## src/rtl/crc_frame_tx.sv

```systemverilog
`default_nettype none
// ============================================================================
// Module      : crc_frame_tx
// Description : Frame serializer placed directly upstream of a serial CRC
//               generator. Accepts one parallel word through a valid/busy
//               handshake and shifts it out LSB-first on SER_DATA with
//               CRC_ACTIVE high. After a one-cycle gap, it forwards the
//               generator's serial CRC bits onto the same transmit line.
//               It flags a missing CRC_VALID and pulses FRAME_DONE when
//               the frame completes.
//
// Ports       : clk, rst        - clock (rising edge), synchronous active-high reset
//               i_p_data        - parallel payload, captured on accept
//               i_data_valid    - payload request, honoured only while idle
//               o_busy          - high whenever a frame is in progress
//               o_ser_data      - registered payload bit to CRC generator DATA
//               o_crc_active    - registered CRC generator ACTIVE
//               i_crc_bit       - serial CRC bit from the generator
//               i_crc_valid     - CRC bit valid from the generator
//               o_tx_out        - serial line (idle level 1)
//               o_tx_en         - high while o_tx_out carries a frame bit
//               o_frame_done    - one-cycle pulse after the last CRC bit
//               o_crc_err       - sticky: CRC_VALID was low during a CRC bit
//
// Revision    : 1.0 - initial release
// ============================================================================
module crc_frame_tx #(
    parameter int DATA_WIDTH = 8,
    parameter int CRC_WIDTH  = 8
) (
    input  logic                  clk,
    input  logic                  rst,
    input  logic [DATA_WIDTH-1:0] i_p_data,
    input  logic                  i_data_valid,
    output logic                  o_busy,
    output logic                  o_ser_data,
    output logic                  o_crc_active,
    input  logic                  i_crc_bit,
    input  logic                  i_crc_valid,
    output logic                  o_tx_out,
    output logic                  o_tx_en,
    output logic                  o_frame_done,
    output logic                  o_crc_err
);

    localparam int c_MAX_W = (DATA_WIDTH > CRC_WIDTH) ? DATA_WIDTH : CRC_WIDTH;
    localparam int c_CNT_W = $clog2(c_MAX_W) + 1;

    localparam logic [c_CNT_W-1:0] c_DATA_LAST = c_CNT_W'(DATA_WIDTH - 1);
    localparam logic [c_CNT_W-1:0] c_CRC_LAST  = c_CNT_W'(CRC_WIDTH - 1);
    localparam logic [c_CNT_W-1:0] c_CNT_ONE   = c_CNT_W'(1);

    typedef enum logic [1:0] {
        ST_IDLE = 2'd0,
        ST_DATA = 2'd1,
        ST_GAP  = 2'd2,
        ST_CRC  = 2'd3
    } state_t;

    state_t                  r_state;
    logic [DATA_WIDTH-1:0]   r_shift;
    logic [c_CNT_W-1:0]      r_cnt;
    logic                    r_ser;
    logic                    r_crc_active;
    logic                    r_frame_done;
    logic                    r_crc_err;

    logic [DATA_WIDTH-1:0]   w_shift_next;

    assign w_shift_next = r_shift >> 1;

    always_ff @(posedge clk) begin
        if (rst) begin
            r_state      <= ST_IDLE;
            r_shift      <= '0;
            r_cnt        <= '0;
            r_ser        <= 1'b0;
            r_crc_active <= 1'b0;
            r_frame_done <= 1'b0;
            r_crc_err    <= 1'b0;
        end else begin
            r_frame_done <= 1'b0;
            case (r_state)
                ST_IDLE: begin
                    if (i_data_valid) begin
                        // Bit 0 is presented in the very first DATA cycle,
                        // so it is registered straight from the input here.
                        r_shift      <= i_p_data;
                        r_ser        <= i_p_data[0];
                        r_cnt        <= '0;
                        r_crc_err    <= 1'b0;
                        r_crc_active <= 1'b1;
                        r_state      <= ST_DATA;
                    end
                end
                ST_DATA: begin
                    r_shift <= w_shift_next;
                    if (r_cnt == c_DATA_LAST) begin
                        r_ser        <= 1'b0;
                        r_crc_active <= 1'b0;
                        r_cnt        <= '0;
                        r_state      <= ST_GAP;
                    end else begin
                        r_ser <= w_shift_next[0];
                        r_cnt <= r_cnt + c_CNT_ONE;
                    end
                end
                ST_GAP: begin
                    // Generator latches its first CRC bit during this cycle.
                    r_cnt   <= '0;
                    r_state <= ST_CRC;
                end
                ST_CRC: begin
                    if (!i_crc_valid) begin
                        r_crc_err <= 1'b1;
                    end
                    if (r_cnt == c_CRC_LAST) begin
                        r_cnt        <= '0;
                        r_frame_done <= 1'b1;
                        r_state      <= ST_IDLE;
                    end else begin
                        r_cnt <= r_cnt + c_CNT_ONE;
                    end
                end
                default: begin
                    r_state <= ST_IDLE;
                end
            endcase
        end
    end

    // Line outputs decode directly from the registered state; the CRC bit is
    // a deliberate combinational pass-through from the generator.
    always_comb begin
        o_tx_out = 1'b1;
        o_tx_en  = 1'b0;
        case (r_state)
            ST_DATA: begin
                o_tx_out = r_ser;
                o_tx_en  = 1'b1;
            end
            ST_CRC: begin
                o_tx_out = i_crc_bit;
                o_tx_en  = 1'b1;
            end
            default: begin
                o_tx_out = 1'b1;
                o_tx_en  = 1'b0;
            end
        endcase
    end

    assign o_busy       = (r_state != ST_IDLE);
    assign o_ser_data   = r_ser;
    assign o_crc_active = r_crc_active;
    assign o_frame_done = r_frame_done;
    assign o_crc_err    = r_crc_err;

endmodule
`default_nettype wire
```

## config.mk

```make
export PLATFORM = sky130hd
export DESIGN_NAME = crc_frame_tx
export DESIGN_NICKNAME = d
export VERILOG_FILES = /design/src/rtl/crc_frame_tx.sv
export SDC_FILE = /design/constraint.sdc
export NUM_CORES = 1
export LEC_CHECK = 0
export CAP_MARGIN = 10
export CORE_MARGIN = 4
export CORE_UTILIZATION = 40
export DETAILED_ROUTE_END_ITERATION = 6
export GPL_TIMING_DRIVEN = 0
export PLACE_DENSITY_LB_ADDON = 0.25
export SETUP_SLACK_MARGIN = 0.15
export SYNTH_ARGS = -nofsm -noshare
export SYNTH_HDL_FRONTEND = slang
export SYNTH_SLANG_ARGS = --single-unit
```

## constraint.sdc

```tcl
create_clock -name clk -period 1.9 [get_ports clk]
set_clock_uncertainty 0.05 [all_clocks]
set_input_delay 0.38 -clock clk [delete_from_list [all_inputs] [get_ports clk]]
set_output_delay 0.38 -clock clk [all_outputs]
set_load 0.1 [all_outputs]
```

==> out/metrics.yaml, run 1 <==
cts.hold.buffers_added: 0
htree_levels: 1
synth_xor_area_share_pct: 0
placed_area_sq_mm: 0.00118
cp.required_ps: 1470
irDropWorstVdd_mv: 1.40
end_kind: "output port"
final_common_cell: "dfxtp_1"
wl_per_cell_um: 13.5
setup.worst_path.start_class: "register"
clock_path_buffers: 2
synth_seq_area_share_pct: 37.0
routed_wl_mm: 2.05
drc: 0
setup_violations: 0
synth-compound-area-share_pct: 16.0
worst-slew-pin-transition_ps: 547
worstHoldPathType: "in2reg"
via_count: 804
grt_overflow: 0
status: "finished, final reports clean"
rsz0062_at_grt: "true"
cts.sinks: 17
ys_ff_latch: 17
dieArea_sq_mm: 0.00313
cts_tree: "built"
grt_pass1_vias: 750
leakagePower_nw: 0.494
power_mw: 2.07
drive_above_1_share_pct: 27.4
max_clock_freq_mhz: 530
hold_viol_final: 0
ioPinCount: 20
worstPathArrival_ps: 1460
synthMuxAreaShare_pct: 10.9
final_nets: 146
max-cap-violations: 0
final_antenna_net_count: 0
routabilityCongestion: 0.775
initial_core_util_pct: 41.6
antenna_found_initial: 0
antenna_cells: 0
yosys.area_share.simple_pct: 19.8
final_max_slew_viol_count: 0
die_h_um: 56.0
power_density_mw_per_mm2: 1600
min_period_ps: 1890
final_area_sq_mm: 0.00129
worstSetupPathType: "reg2out"
synth_top_flop_cell: "dfxtp_1"
die_x_um: 56.0
synth_cell_types: 34
netlist_instances: 98
synthArstFlopShare_pct: 0
drt_first_pass_iters: 4
layout_common_cells: "dfxtp_1, clkdlybuf4s50_1, nor2_1"
slew_headroom_pct: 63.7
path_max_fanout: 4
portBuffers: 18
numCtsBuffers: 3
nFillCells: 213
grt_first_pass_wirelength_mm: 3.42
clock_latency_ps: 300
synth_top_family_by_area: "simple AND/OR/NAND/NOR gates"
area_delta_synth_final_pct: 40.4
synth_edf_count: 0
clkTransAtPathRegs_ps: 110
syn_area_per_cell_sq_um: 9.40
synth_fp_nets: 119
track_usage_pct: 13.4
routed_via_density: 5.29
dp.cells: 144
drt_iter0_drc: 16
dpl.hpwl_mm: 1.44
yosysWarnings: 0
min_period_over_period_pct: 99.3
synthAdderAreaFrac_pct: 10.9
clockRootBuffer: "clkbuf_4"
final_cells: 152
synthesis.area_sq_um: 921
fin_setup_tns_ps: 0
core_sq_mm: 0.00221
rows: 17
grt_max_degree: 11
[worst paths after layout]
check                                              from                        end  slack, ps  depth (start not counted)
worst max-delay path            r_state[1]$_SDFFE_PP0P_                   o_tx_out         10                          4
worst min-delay path                                rst    r_shift[7]$_SDFFE_PP0P_        420                          2
worst max register to register  r_state[0]$_SDFFE_PP0P_  o_crc_active$_SDFFE_PP0P_        140                          5
worst min register to register  r_shift[2]$_SDFFE_PP0P_    r_shift[2]$_SDFFE_PP0P_        450                          2
[where the power goes]
part | internal [mW] | total [mW] | switching (mW)
registers | 0.462 | 0.548 | 0.0869
logic | 0.516 | 1.32 | 0.803
clock network | 0.0783 | 0.202 | 0.124
[logic make-up after synthesis]
family / Yosys count
DFF: 17
muxes: 9
buffers and inverters: 11
AOI/OAI and AO/OA: 21
adders and majority gates: 8
and+or+nand+nor: 32
[flip-flops by register name, summed over array words and instances, names as in the netlist]
register / cells
o_ser_data: 1
o_crc_active: 1
r_shift: 7
o_crc_err: 1
r_cnt: 4
o_frame_done: 1
r_state: 2
[layer usage]
layer	track usage, %	vias to the layer above	share of wire [%]
met5	0	-	0
met4	6.10	0	2.3
met3	3.25	6	2.8
met2	20.7	13	48
met1	17.6	384	47
li1	-	401	-
[per-stage QoR]
stage	util, %	hold WS (ps)	setup slack [ps]
floorplan	-	408	-25.3
global placement	53.2	424	-631
detailed placement	53.2	443	-635
CTS	57.9	420	3.51
global route	58.4	464	-54.2
finish	58.4	423	12.4
[what timing repair did]
item                       4_1_cts  5_1_grt
gates cloned                     0        0
setup endpoints to repair       15        6
pin swaps                        3        1
resized for setup               42        3
setup buffers                    4        0
[layout make-up]
cell class / count / area [sq um] / share of cell area [%]
clock inverters: 1 / 5.00 / 0.387
inverters: 7 / 38.8 / 3.00
plain buffers: 4 / 23.8 / 1.84
repair buffers: 22 / 233 / 18.0
flip-flops and latches: 17 / 349 / 27.0
well taps: 28 / 35.0 / 2.71
multi-input cells: 70 / 586 / 45.3
clock buffers: 3 / 22.5 / 1.74
[cells in the mapped netlist (all sizes together) (2+ instances only)]
cell    instances  area (sq um)
o21ai           2          10.0
ha              8           100
inv             7          26.3
nand2b          3          18.8
buf             3          20.0
a21oi           5          25.0
dfxtp          17           340
a211oi          7          52.6
mux2            2          30.0
nand2           4          15.0
mux2i           7          70.1
nand3           4          20.0
nor2b           3          26.3
nor2            9          33.8
[critical path, stage by stage, from the launching register on]
cell     delay, ps
dfxtp_4        410
inv_6           50
ha_4           150
a221o_2        380
buf_12         170
Power figures use the tool's default switching activity.
==> inputs of run 2 (changes only) <==
--- a/config.mk
+++ b/config.mk
@@ -8,10 +8,12 @@
 export CAP_MARGIN = 10
 export CORE_MARGIN = 4
 export CORE_UTILIZATION = 40
+export CTS_CLUSTER_DIAMETER = 60
 export DETAILED_ROUTE_END_ITERATION = 6
 export GPL_TIMING_DRIVEN = 0
 export PLACE_DENSITY_LB_ADDON = 0.25
 export SETUP_SLACK_MARGIN = 0.15
+export SLEW_MARGIN = 0
 export SYNTH_ARGS = -nofsm -noshare
 export SYNTH_HDL_FRONTEND = slang
 export SYNTH_SLANG_ARGS = --single-unit
==> constraint.sdc (replaced) <==
create_clock -name clk -period 1.96 [get_ports clk]
set_clock_uncertainty 0.05 [all_clocks]
set_input_delay 0.392 -clock clk [delete_from_list [all_inputs] [get_ports clk]]
set_output_delay 0.392 -clock clk [all_outputs]
set_load 0.1 [all_outputs]
==> run 2 against run 1 <==
Critical path depth did not move. Sequential power fell by 2%. Sequential share of layout area fell by 0.13 points. Critical endpoint unchanged. Largest power group unchanged.
==> out/metrics.yaml, run 2 (synthesis gave the netlist of run 1 again) <==
die_h_um: 56.0
antenna_cells: 0
setup.worst_path.start_class: "register"
regMostFlops: "r_shift"
cts_tree: "built"
crit_chain: "inv_6 -> ha_4 -> a221o_2 -> buf_12"
portBuffers: 18
dieArea_sq_mm: 0.00313
drc: 0
final_max_slew_viol_count: 0
antenna_found_initial: 0
top_regs: "r_shift (7), r_cnt (4), r_state (2)"
final_nets: 146
drt_iter0_drc: 16
nFillCells: 201
initial_core_util_pct: 41.6
clock_latency_ps: 290
worst-slew-pin-transition_ps: 548
status: "finished, final reports clean"
holdWs_ps: 443
path_max_fanout: 5
htree_levels: 1
final_common_cell: "dfxtp_1"
numCtsBuffers: 3
rows: 17
cts.sinks: 17
worst_path_largest_cell_delay_ps: 420
ioPinCount: 20
slowest_stage: "dfxtp_4"
final_antenna_net_count: 0
routabilityCongestion: 0.732
drive_above_1_share_pct: 25.8
drt_first_pass_iters: 4
min_period_ps: 1900
core_sq_mm: 0.00221
max_clock_freq_mhz: 526
end_kind: "output port"
worstSetupPathType: "reg2out"
worst_slack_ps: 59.6
area_delta_synth_final_pct: 41.0
dpl.hpwl_mm: 1.42
layout_common_cells: "dfxtp_1, clkdlybuf4s50_1, nor2_1"
wl_per_cell_um: 13.8
worstPathArrival_ps: 1460
power_mw: 2.02
setup_violations: 0
grt_overflow: 0
cp.required_ps: 1520
via_count: 810
routed_via_density: 5.33
hold_viol_final: 0
leakagePower_nw: 0.506
max-cap-violations: 0
irDropWorstVdd_mv: 1.24
routed_wl_mm: 2.09
slew_headroom_pct: 63.6
grt_first_pass_wirelength_mm: 3.59
die_x_um: 56.0
min_period_over_period_pct: 97.0
grt_max_degree: 11
dp_slack_ps: -603
track_usage_pct: 14.2
largest_reg_flops: 7
power_density_mw_per_mm2: 1550
cts.hold.buffers_added: 0
worstHoldPathType: "in2reg"
grt_pass1_vias: 828
clockRootBuffer: "clkbuf_4"
clkTransAtPathRegs_ps: 100
clock_path_buffers: 2
rsz0062_at_grt: "true"
## run 2: cell count changes in the layout (fill, tap and decap cells not counted), sizes merged
cell,before,now
inv,5,6
clkinvlp,2,1
## run 2: through the flow
stage	utilization, %	TNS (ps)	std cells	instance area [sq um]
floorplan	-	0	98	957
global placement	53.0	-1630	144	1170
detailed placement	53.0	-1700	144	1170
CTS	57.6	0	152	1270
global route	58.7	0	152	1300
finish	58.7	0	152	1300
## run 2: power breakdown
| group | internal [mW] | leakage, nW | switching (mW) |
|---|---|---|---|
| registers | 0.448 | 0.141 | 0.0891 |
| clock network | 0.0758 | 0.0177 | 0.112 |
| logic | 0.517 | 0.347 | 0.773 |
| total | 1.04 | 0.506 | 0.975 |
## run 2: final timing paths
| kind | start | end | slack, ps | cells after the start |
|---|---|---|---|---|
| worst max-delay path | r_state[1]$_SDFFE_PP0P_ | o_tx_out | 60 | 4 |
| worst min-delay path | rst | r_shift[7]$_SDFFE_PP0P_ | 440 | 2 |
| worst max register to register | r_state[0]$_SDFFE_PP0P_ | o_crc_active$_SDFFE_PP0P_ | 180 | 5 |
| worst min register to register | r_cnt[1]$_SDFFE_PP0P_ | r_cnt[1]$_SDFFE_PP0P_ | 450 | 2 |
## run 2: critical path, delay by kind of cell, from the launching register on
kind / cells / cell delay, ps
flip-flops: 1 / 420
adder cells (fa/ha/maj): 1 / 150
buffers and inverters: 2 / 220
AO/OA/AOI/OAI: 1 / 370
## run 2: cell type report
class                           count  area, sq um  share of cell area, %
Tap cell                           28         35.0                   2.70
Clock inverter                      1         5.00                  0.385
Buffer                              4         23.8                   1.83
Sequential cell                    17          349                   26.9
Multi-Input combinational cell     70          583                   44.9
Inverter                            7         35.0                   2.70
Clock buffer                        3         22.5                   1.73
Timing Repair Buffer               22          245                   18.9
## run 2: repair_timing
item                                    4_1_cts  5_1_grt
endpoints found under the setup margin        8        4
setup buffers                                 4        0
cloned                                        0        0
gates resized for setup                      42        5
pin swaps                                     2        0
## run 2: metal layers
metal	wire length, um	GRT usage [%]	vias to the layer above
met1	905	16.2	385
met5	0	0	-
li1	-	-	402
met2	1050	24.7	19
met3	100	4.41	4
met4	35	5.08	0
==> inputs of run 3 (changes only) <==
--- a/config.mk
+++ b/config.mk
@@ -13,7 +13,6 @@
 export GPL_TIMING_DRIVEN = 0
 export PLACE_DENSITY_LB_ADDON = 0.25
 export SETUP_SLACK_MARGIN = 0.15
-export SLEW_MARGIN = 0
 export SYNTH_ARGS = -nofsm -noshare
 export SYNTH_HDL_FRONTEND = slang
 export SYNTH_SLANG_ARGS = --single-unit
==> constraint.sdc (replaced) <==
create_clock -name clk -period 1.8 [get_ports clk]
set_clock_uncertainty 0.05 [all_clocks]
set_input_delay 0.36 -clock clk [delete_from_list [all_inputs] [get_ports clk]]
set_output_delay 0.36 -clock clk [all_outputs]
set_load 0.1 [all_outputs]
==> run 3 against run 2 <==
The run now ends with setup timing left. Wire length increased by 9.2%. Hold slack got worse by 24 ps. Combinational power is 36% higher. Setup slack worse by 140 ps. Register-to-register slack worse by 150 ps. Utilization grew 7.2 points. Sequential share of layout area decreased by 3.0 points. Largest power group unchanged. Highest routed layer unchanged.
==> out/metrics.yaml, run 3 (synthesis gave the netlist of run 1 again) <==
regArea_sq_um: 349
dp.cells: 144
setup.worst_path.start_class: "register"
drt_first_pass_iters: 4
drc: 0
antenna_found_initial: 0
worst-slew-pin-transition_ps: 595
track_usage_pct: 13.9
clock_path_buffers: 2
regMostFlops: "r_shift"
holdWs_ps: 419
dieArea_sq_mm: 0.00313
numCtsBuffers: 3
end_kind: "output port"
wl_per_cell_um: 14.5
largest_reg_flops: 7
r2r_setup_slack_ps: 30
reg2reg_depth: 7
ioPinCount: 20
drt_iter0_drc: 21
power_mw: 2.55
clkTransAtPathRegs_ps: 100
cts.sinks: 17
dpl.hpwl_mm: 1.47
min_period_ps: 1880
routabilityCongestion: 0.777
min_to: "r_shift[7]$_SDFFE_PP0P_"
rows: 17
layout_common_cells: "dfxtp_1, clkdlybuf4s50_1, mux2i_1"
drive_above_1_share_pct: 42.6
final_max_slew_viol_count: 0
grt_first_pass_wirelength_mm: 3.55
routed_wl_mm: 2.28
final_cells: 157
grt_overflow: 0
final_common_cell: "dfxtp_1"
worstSetupPathType: "reg2out"
max_clock_freq_mhz: 531
min_period_over_period_pct: 105
htree_levels: 1
power_density_mw_per_mm2: 1750
rsz0062_at_grt: "true"
area_delta_synth_final_pct: 58.4
final_nets: 151
antenna_cells: 0
irDropWorstVdd_mv: 1.44
worstPathArrival_ps: 1470
initial_core_util_pct: 41.6
die_h_um: 56.0
clockRootBuffer: "clkbuf_4"
path_max_fanout: 4
whs_path_depth: 2
leakagePower_nw: 0.550
max-cap-violations: 0
final_area_sq_mm: 0.00146
portBuffers: 18
r2r_start: "r_state[1]$_SDFFE_PP0P_"
routed_via_density: 5.30
setup_violations: 2
worstHoldPathType: "in2reg"
min_from: "rst"
core_sq_mm: 0.00221
die_x_um: 56.0
hold_viol_final: 0
rr_endpoint: "o_crc_active$_SDFFE_PP0P_"
via_count: 832
top_regs: "r_shift (7), r_cnt (4), r_state (2)"
cts.hold.buffers_added: 0
nFillCells: 180
cp.required_ps: 1390
multi_input_area_sq_um: 682
clock_latency_ps: 280
status: "complete, but fails checks"
worst_slack_ps: -83.1
placed_area_sq_mm: 0.00118
violations: "setup timing"
dp_slack_ps: -718
cts_tree: "built"
slew_headroom_pct: 60.3
grt_max_degree: 11
final_antenna_net_count: 0
grt_pass1_vias: 798
-- run 3: changes by cell type in the layout (fill, tap and decap cells not counted), moves of 2 or more --
cell             before  now
a211oi_1              7    2
a211oi_2              0    5
nor2_1                8    4
buf_6                 1    4
clkdlybuf4s15_2       4    1
clkdlybuf4s18_2       0    3
nor2_4                1    4
inv_1                 5    3
-- run 3: worst max-delay path by stage --
| stage | depth (start not counted) | slack [ps] | to | from |
|---|---|---|---|---|
| global placement | 4 | -700 | o_busy | r_state[0]$_SDFFE_PP0P_ |
| detailed placement | 4 | -720 | o_busy | r_state[0]$_SDFFE_PP0P_ |
| CTS | 4 | -90 | o_tx_out | r_state[1]$_SDFFE_PP0P_ |
| floorplan | 6 | -130 | r_state[0]$_SDFFE_PP0P_ | r_state[1]$_SDFFE_PP0P_ |
| finish | 4 | -80 | o_tx_out | r_state[1]$_SDFFE_PP0P_ |
| global route | 4 | -150 | o_tx_out | r_state[1]$_SDFFE_PP0P_ |
-- run 3: routing by layer --
metal / wire length, um / global-route usage, %
met2: 1210 / 22.5
met4: 17 / 5.76
met3: 71 / 3.48
met5: 0 / 0
met1: 986 / 17.3
-- run 3: metrics by stage --
stage | TNS (ps) | utilization, %
finish | -101 | 66.0
CTS | -98.3 | 57.7
detailed placement | -2380 | 53.2
global placement | -2350 | 53.2
floorplan | -125 | -
global route | -269 | 66.0
-- run 3: repair_timing --
item | in CTS | in global routing
gates resized for setup | 44 | 36
buffers inserted | 3 | 6
setup endpoints to repair | 19 | 17
pin swaps | 3 | 7
-- run 3: area by class of cell --
| cell class | count | share of cell area [%] |
|---|---|---|
| inverters | 7 | 2.83 |
| repair buffers | 27 | 20.2 |
| multi-input cells | 70 | 46.7 |
| well taps | 28 | 2.40 |
| flip-flops and latches | 17 | 23.9 |
| clock inverters | 1 | 0.343 |
| clock buffers | 3 | 1.54 |
| plain buffers | 4 | 2.06 |
-- run 3: worst max-delay path: stages, from the launching register on --
cell and delay [ps]:
dfxtp_4 410, inv_6 40, ha_2 170, a221o_2 380
buf_12 170
-- run 3: power by group --
group	total, mW	switching (mW)	leakage [nW]	internal, mW
sequential	0.595	0.108	0.141	0.488
combinational	1.75	0.970	0.391	0.781
clock	0.206	0.123	0.0177	0.0825
total	2.55	1.20	0.550	1.35
